File: config.mk
export PLATFORM = sky130hd
export DESIGN_NAME = pipelined_mul_hs
export DESIGN_NICKNAME = d
export VERILOG_FILES = /design/src/rtl/pipelined_mul_hs.sv
export SDC_FILE = /design/constraint.sdc
export NUM_CORES = 2
export LEC_CHECK = 0
export CELL_PAD_IN_SITES_DETAIL_PLACEMENT = 0
export CELL_PAD_IN_SITES_GLOBAL_PLACEMENT = 1
export CORE_UTILIZATION = 45
export CTS_CLUSTER_SIZE = 12
export DETAILED_ROUTE_END_ITERATION = 12
export PLACE_DENSITY = 0.73
export SETUP_SLACK_MARGIN = 0.02
export SYNTH_ARGS = -nofsm -noshare
export SYNTH_HDL_FRONTEND = slang
export SYNTH_SLANG_ARGS = --single-unit
export TNS_END_PERCENT = 50
File: constraint.sdc
create_clock -name clk -period 42.2 [get_ports clk]
set_clock_uncertainty 0.2 [all_clocks]
set_input_delay 8.44 -clock clk [delete_from_list [all_inputs] [get_ports clk]]
set_output_delay 8.44 -clock clk [all_outputs]
set_load 0.1 [all_outputs]
File: src/rtl/pipelined_mul_hs.sv
// pipelined_mul_hs: parameterised shift-add pipelined multiplier.
// B multiplier bits are retired per stage over S = M/B stages. Each operation
// selects signed or unsigned arithmetic. Input and output use a valid/ready
// handshake, and a stall freezes the whole pipeline.
module pipelined_mul_hs #(
    parameter int N     = 16,
    parameter int M     = 16,
    parameter int B     = 1,
    parameter int TAG_W = 4
) (
    input  logic             clk,
    input  logic             rst,
    input  logic             in_valid,
    output logic             in_ready,
    input  logic [N-1:0]     multiplicand,
    input  logic [M-1:0]     multiplier,
    input  logic             signed_mode,
    input  logic [TAG_W-1:0] tag_in,
    output logic             out_valid,
    input  logic             out_ready,
    output logic [N+M-1:0]   Product,
    output logic [TAG_W-1:0] tag_out,
    output logic             busy
);
    localparam int S = M / B;
    localparam int P = N + M;

    logic [S-1:0]            vld_q,   vld_d;
    logic [S-1:0][P-1:0]     acc_q,   acc_d;
    logic [S-1:0][N-1:0]     mcand_q, mcand_d;
    logic [S-1:0][M-1:0]     mrem_q,  mrem_d;   // multiplier bits not yet retired
    logic [S-1:0]            mode_q,  mode_d;
    logic [S-1:0][TAG_W-1:0] tag_q,   tag_d;
    logic                    advance;

    // Partial product of one B-bit digit, before it is shifted to its weight.
    // In signed mode the digit MSB of the final stage has negative weight.
    function automatic logic [P-1:0] digit_pp(
        input logic [N-1:0] a,
        input logic [B-1:0] digit,
        input logic         sgn,
        input logic         msb_neg
    );
        logic [P-1:0] a_ext;
        logic [P-1:0] pp;
        a_ext = sgn ? {{M{a[N-1]}}, a} : {{M{1'b0}}, a};
        pp    = a_ext * P'(digit);
        if (sgn && msb_neg && digit[B-1]) begin
            pp = pp - (a_ext << B);
        end
        return pp;
    endfunction

    // One global enable: the pipeline moves only when the output slot is
    // empty or is being drained in this cycle.
    assign advance   = !vld_q[S-1] || out_ready;
    assign in_ready  = advance;
    assign out_valid = vld_q[S-1];
    assign Product   = acc_q[S-1];
    assign tag_out   = tag_q[S-1];
    assign busy      = |vld_q;

    // The final stage's operand copies have no consumer. This folds them into a
    // deliberately unused net so the intent stays visible.
    logic unused_last_stage;
    assign unused_last_stage = ^{mcand_q[S-1], mrem_q[S-1], mode_q[S-1]};

    // Next state of every stage: hold on stall, otherwise shift by one stage.
    always_comb begin
        // NOTE: every signal gets a default first, so no path can leave one unassigned and infer a latch.
        vld_d   = vld_q;
        acc_d   = acc_q;
        mcand_d = mcand_q;
        mrem_d  = mrem_q;
        mode_d  = mode_q;
        tag_d   = tag_q;
        if (advance) begin
            vld_d[0]   = in_valid;
            acc_d[0]   = digit_pp(multiplicand, multiplier[B-1:0], signed_mode, S == 1);
            mcand_d[0] = multiplicand;
            mrem_d[0]  = multiplier >> B;
            mode_d[0]  = signed_mode;
            tag_d[0]   = tag_in;
            for (int k = 1; k < S; k++) begin
                vld_d[k]   = vld_q[k-1];
                acc_d[k]   = acc_q[k-1]
                           + (digit_pp(mcand_q[k-1], mrem_q[k-1][B-1:0], mode_q[k-1], k == S - 1)
                              << (k * B));
                mcand_d[k] = mcand_q[k-1];
                mrem_d[k]  = mrem_q[k-1] >> B;
                mode_d[k]  = mode_q[k-1];
                tag_d[k]   = tag_q[k-1];
            end
        end
    end

    // Stage registers. Reset discards in-flight work and zeroes the datapath.
    always_ff @(posedge clk or posedge rst) begin
        if (rst) begin
            // NOTE: the data registers are reset as well as the valid bits, so Product and tag_out read 0 out of reset.
            vld_q   <= '0;
            acc_q   <= '0;
            mcand_q <= '0;
            mrem_q  <= '0;
            mode_q  <= '0;
            tag_q   <= '0;
        end else begin
            // NOTE: non-blocking assignments make all stages update together from the old values.
            vld_q   <= vld_d;
            acc_q   <= acc_d;
            mcand_q <= mcand_d;
            mrem_q  <= mrem_d;
            mode_q  <= mode_d;
            tag_q   <= tag_d;
        end
    end

endmodule

# After elaboration in Yosys (flattened, before gate mapping)
# Index checks and enable logic that the tools add are counted.
[op_classes]
muxes = 18
n_mul = 16
addsub = 16
reduce_logical = 4
[op_table]
columns = ["operator", "n"]
rows = [
  ["$mux W32", 16],
  ["$add A32 B32 Y32", 15],
  ["$mux W17", 2],
  ["$mul A32 B1 Y17", 1],
  ["$mul A32 B1 Y18", 1],
  ["$mul A32 B1 Y19", 1],
  ["$mul A32 B1 Y20", 1],
  ["$mul A32 B1 Y21", 1],
  ["$mul A32 B1 Y22", 1],
  ["$mul A32 B1 Y23", 1],
  ["$mul A32 B1 Y24", 1],
  ["$mul A32 B1 Y25", 1],
  ["$mul A32 B1 Y26", 1],
  ["$mul A32 B1 Y27", 1],
  ["$mul A32 B1 Y28", 1],
  ["$mul A32 B1 Y29", 1],
  ["$mul A32 B1 Y30", 1],
  ["$mul A32 B1 Y31", 1],
  ["$mul A32 B1 Y32", 1],
  ["$sub A17 B17 Y17", 1],
  ["$reduce_or A16 Y1", 1],
  ["$logic_and A1 B1 Y1", 1],
  ["$logic_not A1 Y1", 1],
  ["$logic_or A1 B1 Y1", 1],
]
[word_totals]
in_bits = 41
wordCells = 118
reg_bits = 967
out_inout_bits = 39

# Depth between registers and ports, before layout
[logic_depth]
depth_word = 6
ltp_mapped = 23
ltp_nobuf = 21

# Worst setup path after synthesis
# OpenSTA, ideal clock, no wires.
[synth_path]
path_kind = "input to output"
startpoint = "input out_ready"
endpoint = "output in_ready"
path_buffers = 3
setup_slack_ns = 23.387
t_required_ns = 33.560
arrival_time_ns = 10.173
cell_stages = 5
cell_sequence = "nor2b_1 > inv_1 > clkbuf_1 > clkbuf_1 > clkbuf_1"
[synth_between]
elab_chain_len = 1
[synth_lines]
columns = ["item", "line_no", "rtl"]
rows = [
  ["start, declared", "20", "input logic out_ready,"],
  ["$logic_or A1 B1 Y1", "56", "assign advance = !vld_q[S-1] || out_ready;"],
  ["end, declared", "14", "output logic in_ready,"],
]
# Every way passes these cells.

# Worst setup path in the final report
# Ends and elaborated chain as after synthesis.

==> results.sh <==
export IMPL_outcome="completed"
export IMPL_h_tree_depth=3
export IMPL_grt_setup_unrepaired="no"
export IMPL_grt_start_max_net_pins=229
export IMPL_timing_critical_path_arrival_ps=10710
export IMPL_initial_utilization_pct=45.5
export IMPL_critical_path_startpoint_category="primary input"
export IMPL_max_slew_margin_rel_pct=19.4
export IMPL_total_global_routing_track_utilization_pct=20.1
export IMPL_cts_setup_buffers=0
export IMPL_root_buffer="sky130_fd_sc_hd__clkbuf_16"
export IMPL_max_freq_mhz=51.7
export IMPL_hold_viol=0
export IMPL_synth_seq_area_share_pct=44.9
export IMPL_final_util_pct=50.2
export IMPL_synth_area_um2=53000
export IMPL_post_route_period_util_pct=45.9
export IMPL_finish_net_count=6587
export IMPL_crit_path_end_kind="output port"
export IMPL_clkSinkCount=952
export IMPL_mean_routed_wirelength_per_cell_um=15.2
export IMPL_cts_resized=0
export IMPL_detail_route_antenna_nets=0
export IMPL_area_delta_synth_final_pct=10.3
export IMPL_globalRoute_totalOverflow=0
export IMPL_multi_input_area_um2=27400
export IMPL_tns_ps=0
export IMPL_die_area_um2=119000
export IMPL_layout_common_cells="2072 x sky130_fd_sc_hd__nand2_1, 952 x sky130_fd_sc_hd__dfrtp_1, 383 x sky130_fd_sc_hd__a21oi_1, 349 x sky130_fd_sc_hd__ha_1, 297 x sky130_fd_sc_hd__nor2_1"
export IMPL_detailed_place_hpwl_um=82000
export IMPL_worstSetupPathType="in2out"
export IMPL_cts_inserted_buffers=107
export IMPL_fin_crit_ps=19350
export IMPL_synthFlopType="sky130_fd_sc_hd__dfrtp_1"
export IMPL_path_max_fanout=112
export IMPL_netlist_cell_type_count=83
export IMPL_detailed_place_area_um2=54800
export IMPL_fp_coreArea_um2=117000
export IMPL_synth_edf_count=0
export IMPL_synthesis_area_per_instance_um2=8.49
export IMPL_setup_viol_count_final=0
export IMPL_dr_total_vias=40800
export IMPL_vias_in_the_first_global_route=40000
export IMPL_postSynthCellCount=6248
export IMPL_first_iter_violations=2302
export IMPL_drt_first_pass_iters=5
export IMPL_chipWidth_um=345
export IMPL_critPathRequiredTime_ps=33560
export IMPL_synthesis_nets=6654
export IMPL_rows=125
export IMPL_layoutNonFillerInstCount=7788
export IMPL_setup_worst_path_start="out_ready"
export IMPL_clk_pin_slew_ps=60
export IMPL_hp_class="reg2reg"
export IMPL_slew_limit_fails=0
export IMPL_post_route_drc_count=0
export IMPL_post_route_cells_drive_above_1_share_pct=4.09
export IMPL_p_leak_uw=0.0295
export IMPL_timing_max_cap_violations=0
export IMPL_place_gp_congestion=0.813
export IMPL_postSynthRegisterBits=952
export IMPL_vdd_ir_drop_worst_mv=0.0388
export IMPL_tightest_slew_ps=1210
export IMPL_tritoncts="done"
export IMPL_min_from="mcand_q[239]"
export IMPL_synthArstFlopShare_pct=100
export IMPL_stdcell_area_um2=58500
export IMPL_worst_skew_pair_late_latency_ps=690
export IMPL_worst_r2r_startpoint="mrem_q[224]"
export IMPL_routed_wl_um=119000
export IMPL_dieHeight_um=345
export IMPL_num_antenna_cells=0
export IMPL_place_ws_ps=22840
export IMPL_cts_root_to_sink_buffers=3
export IMPL_crit_path_frequent_cell="sky130_fd_sc_hd__clkdlybuf4s50_1"
export IMPL_avgViaCountPerCell=5.24
export IMPL_first_pass_grt_wire_length_um=202000
export IMPL_instance_count_after_placement_with_tap_cells_included=7596
export IMPL_cts_hold_buf=0
export IMPL_number_of_inserted_filler_cells_in_the_final_layout=11500
export IMPL_number_of_antenna_violations_at_the_first_check_in_global_routing=0
export IMPL_ys_warnings_count=0
export IMPL_layout_setup_ws_ps=22850
export IMPL_place_port_buffers=79
export IMPL_critical_path_max_stage_delay_ps=1240
export IMPL_layout_area_seq_um2=23800
export IMPL_crit_chain="clkdlybuf4s50_1, nor2b_4, inv_8, clkdlybuf4s50_1"
export IMPL_leading_cell_type_in_the_layout_fill_and_taps_excluded="sky130_fd_sc_hd__nand2_1"
export IMPL_powerDensity_nw_per_um2=81.1
export IMPL_ioPinCount=80
export IMPL_critical_path_slowest_cell="sky130_fd_sc_hd__clkdlybuf4s50_1"
worst paths after layout:
path                                      to  slack (ps)  cells after the start
worst min register to register  mcand_q[239]         260                      2
min in group asynchronous         acc_q[386]        8050                      2
max in group asynchronous         acc_q[352]       30490                      5
worst min-delay path            mcand_q[239]         260                      2
worst max-delay path                in_ready       22850                      4
worst max register to register   Product[31]       36790                     21
synthesized netlist by cell type (all sizes together), types with 45 or more instances:
cell,number,area share [%]
and3,53,0.63
inv,162,1.1
nand2,2072,15
ha,349,8.2
clkbuf,235,1.7
nor2,297,2.1
o21a,46,0.65
nand3,82,0.77
a21oi,384,3.6
nor2b,48,0.57
xor2,125,2.1
o21ai,291,2.8
nor3,75,0.71
dfrtp,952,45
and2,242,2.9
a211oi,48,0.70
buf,49,0.62
a21o,124,1.8
xnor2,123,2.0
nand2b,45,0.53
critical path: cells and delay by family:
| family | cells | cell delay [ps] |
|---|---|---|
| buffers and inverters | 3 | 2120 |
| and+or+nand+nor | 1 | 70 |
layer usage:
metal / part of all wire, % / GRT usage, % / up-vias
met3: 2.4 / 2.41 / 159
met2: 48 / 34.3 / 390
met1: 47 / 27.3 / 19500
li1: - / - / 20800
met4: 2.0 / 4.63 / 0
met5: 0 / 0 / -
per-stage QoR:
step | total power [uW] | hold slack [ps]
after floorplan | 3300 | 230
after global placement | 3780 | 250
after detailed placement | 3810 | 255
after CTS | 4820 | 268
after global routing | 5170 | 276
final | 4740 | 261
logic make-up (layout without fill, tap and decap cells):
family	after synthesis	in the layout	share of synthesized area [%]
adder cells (fa/ha/maj)	365	365	8.84
XOR/XNOR	248	248	4.10
AO/OA/AOI/OAI	1166	1166	13.7
multiplexers	17	17	0.337
AND/OR/NAND/NOR	3054	3054	24.7
flip-flops	952	952	44.9
buffers and inverters	446	462	3.43
state kept, by name, indices dropped and copies added (netlist names):
| register | flops |
|---|---|
| acc_q | 465 |
| mcand_q | 240 |
| mrem_q | 120 |
| tag_q | 60 |
| Product | 32 |
| vld_q | 16 |
| mode_q | 15 |
| tag_out | 4 |
power breakdown:
group          switching, uW  internal (uW)  total (uW)
Combinational           1260            843        2100
Clock                    383            587         971
Sequential               320           1350        1670
Total                   1960           2780        4740
layout make-up:
type,count,share of cell area [%]
clock inverter,39,0.823
multi-input combinational,4850,46.8
inverter,162,1.07
timing repair buffer,108,1.85
sequential,952,40.7
tap,1524,3.26
clock buffer,153,5.45
Note: power is estimated with default switching activity, not from simulation.
